--- src/rtl/seq_div_pkg.sv ---
// ============================================================================
// Module      : seq_div_pkg
// Description : Shared types and constants for the sequential restoring divider.
// Revision    : 1.0 - initial release
// ============================================================================
`default_nettype none

package seq_div_pkg;

    typedef enum logic [1:0] {
        IDLE = 2'd0,
        RUN  = 2'd1,
        DONE = 2'd2
    } state_t;

    localparam int DIV_WIDTH = 8;
    localparam int DIV_CNT_W = $clog2(DIV_WIDTH + 1);

    function automatic int cnt_width(input int width);
        return $clog2(width + 1);
    endfunction

endpackage

`default_nettype wire

--- src/rtl/seq_divider_if.sv ---
// ============================================================================
// Module      : seq_divider_if
// Description : Start/busy/done handshake and operand/result bundle of the divider.
// Revision    : 1.0 - initial release
// ============================================================================
`default_nettype none

interface seq_divider_if
    import seq_div_pkg::*;
#(
    parameter int WIDTH = DIV_WIDTH
);
    logic             start;
    logic [WIDTH-1:0] dividend;
    logic [WIDTH-1:0] divisor;
    logic             busy;
    logic             done;
    logic [WIDTH-1:0] quotient;
    logic [WIDTH-1:0] remainder;
    logic             div_by_zero;

    modport master (
        output start, dividend, divisor,
        input  busy, done, quotient, remainder, div_by_zero
    );

    modport slave (
        input  start, dividend, divisor,
        output busy, done, quotient, remainder, div_by_zero
    );
endinterface

`default_nettype wire

--- src/rtl/seq_divider_div_step.sv ---
// ============================================================================
// Module      : div_step
// Description : Combinational single-bit restoring division step (MSB first).
// Revision    : 1.0 - initial release
// ============================================================================
`default_nettype none

module div_step
    import seq_div_pkg::*;
#(
    parameter int WIDTH = DIV_WIDTH
) (
    input  logic [WIDTH:0]   rem_in,
    input  logic             bit_in,
    input  logic [WIDTH-1:0] divisor,
    output logic [WIDTH:0]   rem_out,
    output logic             q_bit
);
    logic [WIDTH:0] w_shifted;
    logic [WIDTH:0] w_divisor_ext;
    // Partial remainder always stays below the divisor, so its MSB is zero here.
    logic           w_unused_msb;

    assign w_unused_msb  = rem_in[WIDTH];
    assign w_shifted     = {rem_in[WIDTH-1:0], bit_in};
    assign w_divisor_ext = {1'b0, divisor};

    always_comb begin
        q_bit   = 1'b0;
        rem_out = w_shifted;
        if (w_shifted >= w_divisor_ext) begin
            q_bit   = 1'b1;
            rem_out = w_shifted - w_divisor_ext;
        end
    end
endmodule

`default_nettype wire

--- src/rtl/seq_divider.sv ---
// ============================================================================
// Module      : seq_divider
// Description : Sequential restoring unsigned divider, one quotient bit per clock.
//               Optional zero-divisor fast path: define SEQ_DIV_ZERO_FAST_EN.
// Revision    : 1.0 - initial release
// ============================================================================
`default_nettype none

module seq_divider
    import seq_div_pkg::*;
#(
    parameter int WIDTH = DIV_WIDTH
) (
    input  logic          clk,
    input  logic          reset_n,
    seq_divider_if.slave  bus
);
    localparam int CNT_W = (WIDTH == DIV_WIDTH) ? DIV_CNT_W : cnt_width(WIDTH);
    localparam logic [CNT_W-1:0] LAST_STEP = CNT_W'(WIDTH - 1);

    state_t           r_state;
    state_t           w_next;
    logic             w_accept;
    logic             w_last;
    logic [WIDTH-1:0] r_dividend_shift;
    logic [WIDTH-1:0] r_divisor;
    logic [WIDTH:0]   r_rem;
    logic [WIDTH-1:0] r_quot_work;
    logic [CNT_W-1:0] r_count;
    logic [WIDTH-1:0] r_quotient;
    logic [WIDTH-1:0] r_remainder;
    logic [WIDTH:0]   w_rem_next;
    logic             w_qbit;
`ifdef SEQ_DIV_ZERO_FAST_EN
    logic             w_fast;
    logic             r_div_by_zero;
`endif

    div_step #(.WIDTH(WIDTH)) u_step (
        .rem_in  (r_rem),
        .bit_in  (r_dividend_shift[WIDTH-1]),
        .divisor (r_divisor),
        .rem_out (w_rem_next),
        .q_bit   (w_qbit)
    );

    always_ff @(posedge clk) begin
        if (!reset_n) r_state <= IDLE;
        else          r_state <= w_next;
    end

    // DONE accepts a new request exactly like IDLE so back-to-back runs lose no cycle.
    always_comb begin
        w_next   = r_state;
        w_accept = 1'b0;
        w_last   = 1'b0;
`ifdef SEQ_DIV_ZERO_FAST_EN
        w_fast   = 1'b0;
`endif
        case (r_state)
            IDLE, DONE: begin
                w_next = IDLE;
                if (bus.start) begin
                    w_accept = 1'b1;
                    w_next   = RUN;
`ifdef SEQ_DIV_ZERO_FAST_EN
                    if (bus.divisor == '0) begin
                        w_fast = 1'b1;
                        w_next = DONE;
                    end
`endif
                end
            end
            RUN: begin
                if (r_count == LAST_STEP) begin
                    w_last = 1'b1;
                    w_next = DONE;
                end
            end
            default: w_next = IDLE;
        endcase
    end

    always_ff @(posedge clk) begin
        if (!reset_n) begin
            r_dividend_shift <= '0;
            r_divisor        <= '0;
            r_rem            <= '0;
            r_quot_work      <= '0;
            r_count          <= '0;
            r_quotient       <= '0;
            r_remainder      <= '0;
`ifdef SEQ_DIV_ZERO_FAST_EN
            r_div_by_zero    <= 1'b0;
`endif
        end else if (w_accept) begin
            r_dividend_shift <= bus.dividend;
            r_divisor        <= bus.divisor;
            r_rem            <= '0;
            r_quot_work      <= '0;
            r_count          <= '0;
`ifdef SEQ_DIV_ZERO_FAST_EN
            if (w_fast) begin
                r_quotient    <= '1;
                r_remainder   <= bus.dividend;
                r_div_by_zero <= 1'b1;
            end
`endif
        end else if (r_state == RUN) begin
            r_dividend_shift <= {r_dividend_shift[WIDTH-2:0], 1'b0};
            r_rem            <= w_rem_next;
            r_quot_work      <= {r_quot_work[WIDTH-2:0], w_qbit};
            r_count          <= r_count + 1'b1;
            if (w_last) begin
                r_quotient    <= {r_quot_work[WIDTH-2:0], w_qbit};
                r_remainder   <= w_rem_next[WIDTH-1:0];
`ifdef SEQ_DIV_ZERO_FAST_EN
                r_div_by_zero <= 1'b0;
`endif
            end
        end
    end

    assign bus.busy      = (r_state == RUN);
    assign bus.done      = (r_state == DONE);
    assign bus.quotient  = r_quotient;
    assign bus.remainder = r_remainder;
`ifdef SEQ_DIV_ZERO_FAST_EN
    assign bus.div_by_zero = r_div_by_zero;
`else
    assign bus.div_by_zero = 1'b0;
`endif
endmodule

`default_nettype wire
--- src/flat_wrapper.sv ---
// flat-port wrapper written by rule: the top's interface ports become plain ports
module seq_divider_flat import seq_div_pkg::*;
#(
    parameter int WIDTH = DIV_WIDTH
)
  (clk, reset_n, bus_start, bus_dividend, bus_divisor, bus_busy, bus_done, bus_quotient, bus_remainder, bus_div_by_zero);
  seq_divider_if #(.WIDTH(WIDTH)) bus_i ();
  input  logic clk;
  input  logic reset_n;
  input wire logic [$bits(bus_i.start)-1:0] bus_start;
  input wire logic [$bits(bus_i.dividend)-1:0] bus_dividend;
  input wire logic [$bits(bus_i.divisor)-1:0] bus_divisor;
  output wire logic [$bits(bus_i.busy)-1:0] bus_busy;
  output wire logic [$bits(bus_i.done)-1:0] bus_done;
  output wire logic [$bits(bus_i.quotient)-1:0] bus_quotient;
  output wire logic [$bits(bus_i.remainder)-1:0] bus_remainder;
  output wire logic [$bits(bus_i.div_by_zero)-1:0] bus_div_by_zero;
  assign bus_i.start = bus_start;
  assign bus_i.dividend = bus_dividend;
  assign bus_i.divisor = bus_divisor;
  assign bus_busy = bus_i.busy;
  assign bus_done = bus_i.done;
  assign bus_quotient = bus_i.quotient;
  assign bus_remainder = bus_i.remainder;
  assign bus_div_by_zero = bus_i.div_by_zero;
  seq_divider #(.WIDTH(WIDTH)) u_core (.clk(clk), .reset_n(reset_n), .bus(bus_i));
endmodule
--- config.mk ---
export PLATFORM = sky130hd
export DESIGN_NAME = seq_divider_flat
export DESIGN_NICKNAME = d
export VERILOG_FILES = /design/src/rtl/seq_div_pkg.sv /design/src/rtl/seq_divider_if.sv /design/src/rtl/seq_divider_div_step.sv /design/src/rtl/seq_divider.sv /design/src/flat_wrapper.sv
export SDC_FILE = /design/constraint.sdc
export NUM_CORES = 1
export LEC_CHECK = 0
export CORE_ASPECT_RATIO = 0.5
export CORE_MARGIN = 2
export CORE_UTILIZATION = 35
export DETAILED_ROUTE_END_ITERATION = 12
export PLACE_DENSITY = 0.67
export SYNTH_ARGS = -nofsm -noshare
export SYNTH_HDL_FRONTEND = slang
export SYNTH_SLANG_ARGS = --single-unit
--- constraint.sdc ---
create_clock -name clk -period 1.8 [get_ports clk]
set_input_delay 0.27 -clock clk [delete_from_list [all_inputs] [get_ports clk]]
set_output_delay 0.27 -clock clk [all_outputs]
set_load 0.005 [all_outputs]
==> flow_metrics.tcl, run 1 <==
set metrics [dict create \
    outcome "complete, but fails checks" \
    violations "setup timing" \
    yosysUniqueCellTypes 42 \
    drtPass1Iterations 4 \
    core_area_sq_um 6674 \
    die_y_um 62.60 \
    p_int_uw 2347 \
    drv_slew 0 \
    grt_pass1_vias 2209 \
    layout.nets 385 \
    holdCritPathClass "reg2reg" \
    leakage_uw 0.001294 \
    worst-setup-path-type "reg2reg" \
    p_per_area_nw_per_um2 932.9 \
    rows 21 \
    drive_gt1_share_pct 27.73 \
    cp_num_buf_inv 0 \
    clock_latency_ns 0.29 \
    cpLargestDelayFamily "compound AO/OA/AOI/OAI gates" \
    rsz0062_at_grt "true" \
    synth_area_per_cell_sq_um 8.288 \
    syn_to_final_growth_pct 45.65 \
    crit_fanout 4 \
    cts-root-buf "clkbuf_16" \
    grt_max_degree 31 \
    grt_pass1_wl_um 10090 \
    vias_per_cell 5.022 \
    min_period_ns 1.883 \
    gp_congestion 0.8336 \
    hold-path-cell-count 2 \
    critPathCaptureType "register" \
    p_clk_share_pct 33.8 \
    crit_chain "ha_4, a21o_1, a31o_1, o221ai_4, nand2_2, mux2i_2, a211oi_2" \
    wl_per_cell_um 13.76 \
    yosysTopAreaCell "dfxtp_1" \
    cp_slowest_stage_delay_ns 0.34 \
    ys_seq_area_share_pct 44.14 \
    async_reset_ff_share_pct 0 \
    yosys_warnings 0 \
    ys_seq_elements 53 \
    r2r_slack_ns -0.08 \
    fillCellCount 595 \
    die_x_um 121.2 \
    grt_antenna_before_repair 0 \
    cts_buffers 5 \
    worst_setup_path_start_kind "register" \
    drt_first_iter_violations 181 \
    ios 38 \
    fin_ws_ns -0.08266 \
    clkTransAtPathRegs_ns 0.07 \
    io_buffers 36 \
    synthTopCellsByCount "54 x nand2_1, 53 x dfxtp_1, 34 x a21oi_1" \
    setup_violations 14 \
    max_freq_ghz 0.5312 \
    syn_nets 319 \
    dpl.hpwl_um 4230 \
    synth_top_area_share_pct 44.14 \
    overflow 0 \
    dieArea_sq_um 7586 \
    swShare_pct 28.13 \
    design_area_sq_um 3501 \
    grtUsageTotal_pct 16.39 \
    totalWireLength_um 6179 \
    drc 0 \
    hold_violations 0 \
    reg2reg_depth 7 \
    path_depth 7 \
    synth_most_common_cell "nand2_1" \
    synth_cells 290 \
    syn_area_sq_um 2404 \
    synth_top_flop_cell "dfxtp_1" \
    post-route-util_pct 52.46 \
    synth-edff-count 0 \
    peakVddDrop_mv 0.4800 \
    cts_sinks 53 \
    clockBufferDepth 2 \
    crit_slowest_cell "dfxtp_2" \
    arrival_ns 2.10 \
    vias 2255 \
    worstPathRequired_ns 2.01 \
    maxCapViolCount 0 \
    power_frac_seq_pct 38.6 \
    finalCritPeriodShare_pct 104.6 \
    synth_area_leaders "dfxtp_1 44%, nand2_1 8.4%, a21oi_1 7.1%" \
    cts_tree "done" \
    placedInstanceArea_sq_um 3113 \
    skew_ns 0.002989 \
    initial_core_util_pct 36.01 \
    diodes 0 \
    htree_levels 2 \
    p_comb_share_pct 27.6 \
    power.switching_uw 918.8 \
    antenna_left 0 \
]
-- cell usage in the layout (no fill, tap or decap), types with 5 or more instances in the layout --
cell | Yosys | layout
inv_1 | 11 | 7
o21ai_0 | 12 | 11
buf_4 | 1 | 37
a21oi_1 | 34 | 32
nor2_1 | 22 | 20
dfxtp_1 | 53 | 43
clkbuf_16 | 0 | 5
nand4_1 | 5 | 5
nand2_1 | 54 | 52
clkdlybuf4s50_1 | 0 | 36
dfxtp_2 | 0 | 10
o22ai_1 | 6 | 6
ha_4 | 0 | 6
nor3_1 | 8 | 8
-- flip-flops by register name, indices dropped and copies added (netlist names) --
signal,flops
u_core.r_rem,8
u_core.r_quot_work,7
u_core.r_count,4
u_core.r_divisor,8
u_core.bus.remainder,8
u_core.bus.quotient,8
u_core.r_dividend_shift,8
u_core.r_state,2
-- power groups by stage --
| stage | logic [uW] | registers, uW | clock network [uW] |
|---|---|---|---|
| 6_report | 902 | 1260 | 1100 |
| 2_1_floorplan | 461 | 1270 | 0 |
| 4_1_cts | 803 | 1260 | 1100 |
| 3_3_place_gp | 660 | 1280 | 0 |
| 3_5_place_dp | 669 | 1280 | 0 |
| 5_1_grt | 970 | 1260 | 1180 |
-- stage by stage --
stage                     TNS (ns)  std cells  worst slack [ns]  hold slack [ns]  total power (uW)
after floorplan                  0        290          0.004958           0.3984              1733
after global routing        -2.017        449           -0.1977           0.4843              3414
after detailed placement    -1.779        433           -0.1676           0.4498              1948
final                      -0.6414        449          -0.08266           0.4546              3266
after global placement     -0.9861        433           -0.1449           0.4441              1936
after CTS                  -0.5958        446          -0.06512           0.4595              3162
-- repair_timing --
item                                    CTS  global route
resized for setup                        23            19
setup buffers                             5             3
endpoints found under the setup margin   18            19
hold endpoints to repair                  0             0
hold buffers                              0             0
pin swaps                                14            10
-- worst register-to-register path, stage by stage, from the launching register on --
cell      delay, ns
dfxtp_2        0.34
ha_4           0.24
a21o_1         0.17
a31o_1         0.22
o221ai_4       0.24
nand2_2        0.16
mux2i_2        0.21
a211oi_2       0.22
-- logic make-up after synthesis --
group,count (synthesis),share of synthesized area [%]
simple gates,109,20.61
other cells,1,0.1560
compound gates,78,20.56
fa+ha+maj,10,5.518
mux,4,1.666
buf+inv,29,5.153
flops,53,44.14
xor+xnor,6,2.186
-- metal layers --
metal	vias up	track usage (%)	share of wire [%]
met5	-	0	0
met4	0	3.592	1.2
met3	12	4.927	3.7
met2	56	27.25	49
met1	1059	21.10	46
li1	1128	-	-
-- layout make-up --
cell class              instances  area [sq um]  share of cell area (%)
inverters                      11         41.29                   1.179
well taps                      92         115.1                   3.288
flip-flops and latches         53          1074                   30.66
clock inverters                 2         38.79                   1.108
multi-input cells             208          1411                   40.31
repair buffers                 77         691.9                   19.76
clock buffers                   6         128.9                   3.681
-- path summary, 6_finish.rpt --
path	from	to
max	u_core.r_rem[3]	u_core.r_rem[5]
min	u_core.bus.quotient[3]	u_core.bus.quotient[3]
max reg2reg	u_core.r_rem[3]	u_core.r_rem[5]
min reg2reg	u_core.bus.quotient[3]	u_core.bus.quotient[3]
Note: power is estimated with default switching activity, not from simulation.
==> inputs of run 2 (changes only) <==
- CORE_MARGIN: 2 -> not set
- TNS_END_PERCENT: not set -> 30
==> flow_metrics.tcl, run 2 (synthesized netlist as in run 1, its figures left out) <==
set metrics [dict create \
    reg2reg_depth 7 \
    grt_antenna_before_repair 0 \
    r2r_slack_ns -0.19 \
    r2r_end "u_core.r_rem[3]" \
    dieArea_sq_um 7223 \
    final_cell_mix "52 x nand2_1, 40 x dfxtp_1, 38 x buf_4" \
    worstHoldEndpoint "u_core.r_divisor[2]" \
    min-delay-start "u_core.r_divisor[2]" \
    diodes 0 \
    ctsHoldBuffers 0 \
    arrival_ns 2.15 \
    drtPass1Iterations 4 \
    peakVddDrop_mv 0.5002 \
    clock_latency_ns 0.30 \
    syn_to_final_growth_pct 43.78 \
    drt_first_iter_violations 147 \
    grtUsageTotal_pct 17.82 \
    post-route-util_pct 54.58 \
    grt_pass1_vias 2065 \
    critPathCaptureType "register" \
    finalPower_uw 3130 \
    ios 38 \
    vias 2277 \
    crit_fanout 5 \
    hold_violations 0 \
    hold-path-cell-count 2 \
    max_freq_ghz 0.5027 \
    layout.cells.non_filler 445 \
    die_y_um 60.60 \
    final_common_cell "nand2_1" \
    clkTransAtPathRegs_ns 0.07 \
    setup_violations 15 \
    cts_sinks 53 \
    clockBufferDepth 2 \
    setup_tns_ns -1.372 \
    rsz0062_at_grt "true" \
    r2r-start "u_core.r_rem[3]" \
    outcome "complete, but fails checks" \
    multi_input_area_sq_um 1415 \
    cp_slowest_stage_delay_ns 0.37 \
    worstPathRequired_ns 1.96 \
    io_buffers 36 \
    maxCapViolCount 0 \
    cts_tree "done" \
    antenna_left 0 \
    grt_pass1_wl_um 9708 \
    p_per_area_nw_per_um2 905.8 \
    final-seq-area_sq_um 1077 \
    drv_slew 0 \
    leakage_uw 0.001276 \
    hold-worst-slack_ns 0.4514 \
    skew_ns 0.006627 \
    layout.nets 385 \
    crit_chain "ha_4, a21o_1, a31o_1, o221ai_4, nand2_2, mux2i_2, a21oi_1" \
    finalCritPeriodShare_pct 110.5 \
    dpl.hpwl_um 4302 \
    vias_per_cell 5.117 \
    core_area_sq_um 6331 \
    worst_setup_path_start_kind "register" \
    rows 20 \
    dp_cells 431 \
    gp_congestion 0.8978 \
    crit_slowest_cell "dfxtp_2" \
    initial_core_util_pct 37.96 \
    holdCritPathClass "reg2reg" \
    min_period_ns 1.989 \
    drc 0 \
    fin_ws_ns -0.1893 \
    fillCellCount 569 \
    violations "setup timing" \
    cts-root-buf "clkbuf_16" \
    grt_max_degree 31 \
    drive_gt1_share_pct 27.45 \
    overflow 0 \
    totalWireLength_um 6237 \
    wl_per_cell_um 14.02 \
    die_x_um 119.2 \
    htree_levels 2 \
    cts_buffers 5 \
    worst-setup-path-type "reg2reg" \
]
-- run 2: changes by cell type in the layout (fill, tap and decap cells not counted), moves of 2 or more --
cell,delta
dfxtp_2,+3
dfxtp_1,-3
clkinvlp_4,+2
a211oi_2,-2
-- run 2: where the power goes --
part	leakage, uW	internal (uW)	switching (uW)
clock	0.0000631	517	451
combinational	0.000777	449	456
sequential	0.000436	1220	36.0
total	0.00128	2190	943
-- run 2: layout make-up --
type	count	share of cell area [%]
well taps	88	3.186
inverters	11	1.195
clock buffers	6	3.729
repair buffers	76	19.33
multi-input cells	209	40.95
flip-flops and latches	53	31.17
clock inverters	2	0.4345
-- run 2: metrics by stage --
stage / cell area (sq um) / setup slack [ns]
global placement: 3123 / -0.1447
floorplan: 2472 / 0.004958
CTS: 3387 / -0.07268
finish: 3456 / -0.1893
global route: 3456 / -0.2156
detailed placement: 3123 / -0.1982
-- run 2: how the worst max path moves through the flow --
| stage | to | cells after the start | slack [ns] | from |
|---|---|---|---|---|
| 6_report | u_core.r_rem[3] | 7 | -0.19 | u_core.r_rem[3] |
| 5_1_grt | u_core.r_rem[3] | 8 | -0.22 | u_core.r_divisor[4] |
| 4_1_cts | u_core.r_rem[5] | 7 | -0.07 | u_core.r_rem[3] |
| 3_5_place_dp | u_core.r_rem[7] | 8 | -0.20 | u_core.r_divisor[2] |
| 3_3_place_gp | u_core.r_rem[0] | 8 | -0.14 | u_core.r_divisor[6] |
| 2_1_floorplan | u_core.r_rem[6] | 9 | 0.005 | u_core.r_dividend_shift[7] |
-- run 2: worst max-delay path: cells and delay by family, from the launching register on --
family | cells | cell delay, ns
and+or+nand+nor | 1 | 0.18
DFF | 1 | 0.37
adders and majority gates | 1 | 0.21
AOI/OAI and AO/OA | 4 | 0.80
muxes | 1 | 0.29
-- run 2: timing repair --
item	4_1_cts	5_1_grt
endpoints found under the setup margin	18	19
pin swaps	6	3
endpoints found under the hold margin	0	0
buffers inserted	3	2
resized for setup	29	15
cloned	1	0
-- run 2: metal layers --
| layer | wire length, um | vias up | part of all wire (%) | GRT usage [%] |
|---|---|---|---|---|
| met1 | 2839 | 1072 | 46 | 21.20 |
| met5 | 0 | - | 0 | 0 |
| met4 | 125 | 0 | 2.0 | 9.042 |
| li1 | - | 1137 | - | - |
| met3 | 291 | 13 | 4.7 | 5.075 |
| met2 | 2980 | 55 | 48 | 30.56 |
==> inputs of run 3 (changes only) <==
- ABC_AREA: not set -> 0
- CELL_PAD_IN_SITES_DETAIL_PLACEMENT: not set -> 0
- CELL_PAD_IN_SITES_GLOBAL_PLACEMENT: not set -> 1
- PLACE_DENSITY: 0.67 -> 0.83
==> flow_metrics.tcl, run 3 (synthesized netlist as in run 1, its figures left out) <==
set metrics [dict create \
    outcome "complete, but fails checks" \
    violations "setup timing" \
    htree_levels 2 \
    layout.nets 387 \
    cp_slowest_stage_delay_ns 0.36 \
    maxCapViolCount 0 \
    max_freq_ghz 0.5109 \
    grt_pass1_wl_um 10190 \
    core_area_sq_um 6331 \
    setup_violations 18 \
    dp_slack_ns -0.2195 \
    dp_cells 428 \
    syn_to_final_growth_pct 48.67 \
    gp_congestion 0.9870 \
    skew_ns 0.003690 \
    clock_latency_ns 0.29 \
    p_int_uw 2247 \
    worstPathRequired_ns 1.96 \
    dpl.hpwl_um 4209 \
    vias_per_cell 5.043 \
    initial_core_util_pct 37.96 \
    power.switching_uw 984.5 \
    hold_violations 0 \
    leakage_uw 0.001307 \
    rsz0062_at_grt "true" \
    antenna_left 0 \
    cts_tree "done" \
    grtUsageTotal_pct 18.10 \
    p_comb_share_pct 31.8 \
    setup_tns_ns -2.062 \
    p_clk_share_pct 29.3 \
    peakVddDrop_mv 0.4395 \
    r2r_end "u_core.r_rem[5]" \
    post-route-util_pct 56.44 \
    grt_max_degree 31 \
    wl_per_cell_um 14.82 \
    final_cell_mix "52 x nand2_1, 40 x dfxtp_1, 38 x buf_4" \
    cts_buffers 5 \
    ctsHoldBuffers 0 \
    worst-setup-path-type "reg2reg" \
    holdCritPathClass "reg2reg" \
    crit_chain "ha_4, a21o_1, a31o_1, o221ai_4, nand2_4, mux2i_1, a211oi_1" \
    p_per_area_nw_per_um2 904.3 \
    crit_slowest_cell "dfxtp_4" \
    fin_ws_ns -0.1575 \
    drive_gt1_share_pct 28.69 \
    die_y_um 60.60 \
    critPathCapture "u_core.r_rem[5]" \
    final_common_cell "nand2_1" \
    r2r_slack_ns -0.16 \
    min_period_ns 1.957 \
    reg2reg_depth 7 \
    ios 38 \
    diodes 0 \
    grt_antenna_before_repair 0 \
    crit_fanout 4 \
    worst_setup_path_start_kind "register" \
    swShare_pct 30.47 \
    cts-root-buf "clkbuf_16" \
    drc 0 \
    rows 20 \
    layout.cells.non_filler 447 \
    drt_first_iter_violations 92 \
    dieArea_sq_um 7223 \
    cts_sinks 53 \
    io_buffers 36 \
    finalCritPeriodShare_pct 108.7 \
    vias 2254 \
    overflow 0 \
    r2r-start "u_core.r_rem[3]" \
    drv_slew 0 \
    totalWireLength_um 6625 \
    arrival_ns 2.12 \
    clkTransAtPathRegs_ns 0.07 \
    grt_pass1_vias 2143 \
    critPathCaptureType "register" \
    clockBufferDepth 2 \
    die_x_um 119.2 \
    drtPass1Iterations 4 \
    power_frac_seq_pct 38.9 \
    startpoint "u_core.r_rem[3]" \
]
-- run 3: per-stage QoR --
stage | area, sq um | total power [uW] | hold WS (ns)
final | 3573 | 3232 | 0.4521
after floorplan | 2472 | 1733 | 0.3984
after global placement | 3100 | 1935 | 0.4410
after CTS | 3471 | 3097 | 0.4566
after detailed placement | 3100 | 1955 | 0.4475
after global routing | 3573 | 3359 | 0.4702
-- run 3: what timing repair did --
action	CTS	global route
endpoints found under the setup margin	18	19
gates resized for setup	42	16
pin swaps	9	11
hold endpoints to repair	0	0
buffers inserted	9	3
-- run 3: metal layers --
layer / global-route usage (%) / up-vias / part of all wire (%)
li1: - / 1137 / -
met2: 32.48 / 38 / 49
met5: 0 / - / 0
met4: 7.776 / 0 / 1.7
met1: 22.39 / 1067 / 46
met3: 2.914 / 12 / 3.0
-- run 3: power by group through the flow --
| stage | combinational [uW] | sequential [uW] | clock (uW) |
|---|---|---|---|
| after global routing | 1080 | 1260 | 1010 |
| after global placement | 659 | 1280 | 0 |
| final | 1030 | 1260 | 945 |
| after floorplan | 461 | 1270 | 0 |
| after CTS | 875 | 1260 | 964 |
| after detailed placement | 677 | 1280 | 0 |
-- run 3: cell type report --
cell class              instances  area [sq um]
inverters                      11         41.29
flip-flops and latches         53          1080
fillers                       527          2758
clock inverters                 2         15.01
multi-input cells             208          1496
well taps                      88         110.1
clock buffers                   6         128.9
repair buffers                 79         701.9
-- run 3: worst max-delay path, delay by kind of cell, from the launching register on --
family / cells / cell delay, ns
mux: 1 / 0.29
simple gates: 1 / 0.15
fa+ha+maj: 1 / 0.24
flops: 1 / 0.36
compound gates: 4 / 0.79
-- run 3: how the worst min path moves through the flow --
| stage | cells past startpoint | from | end | slack, ns |
|---|---|---|---|---|
| after floorplan | 2 | bus_divisor[1] | u_core.r_divisor[1] | 0.40 |
| after global placement | 2 | u_core.bus.quotient[3] | u_core.bus.quotient[3] | 0.44 |
| after detailed placement | 2 | u_core.bus.quotient[7] | u_core.bus.quotient[7] | 0.45 |
| after CTS | 2 | u_core.r_divisor[2] | u_core.r_divisor[2] | 0.46 |
| after global routing | 2 | u_core.r_divisor[2] | u_core.r_divisor[2] | 0.47 |
| final | 2 | u_core.r_quot_work[6] | u_core.bus.quotient[7] | 0.45 |
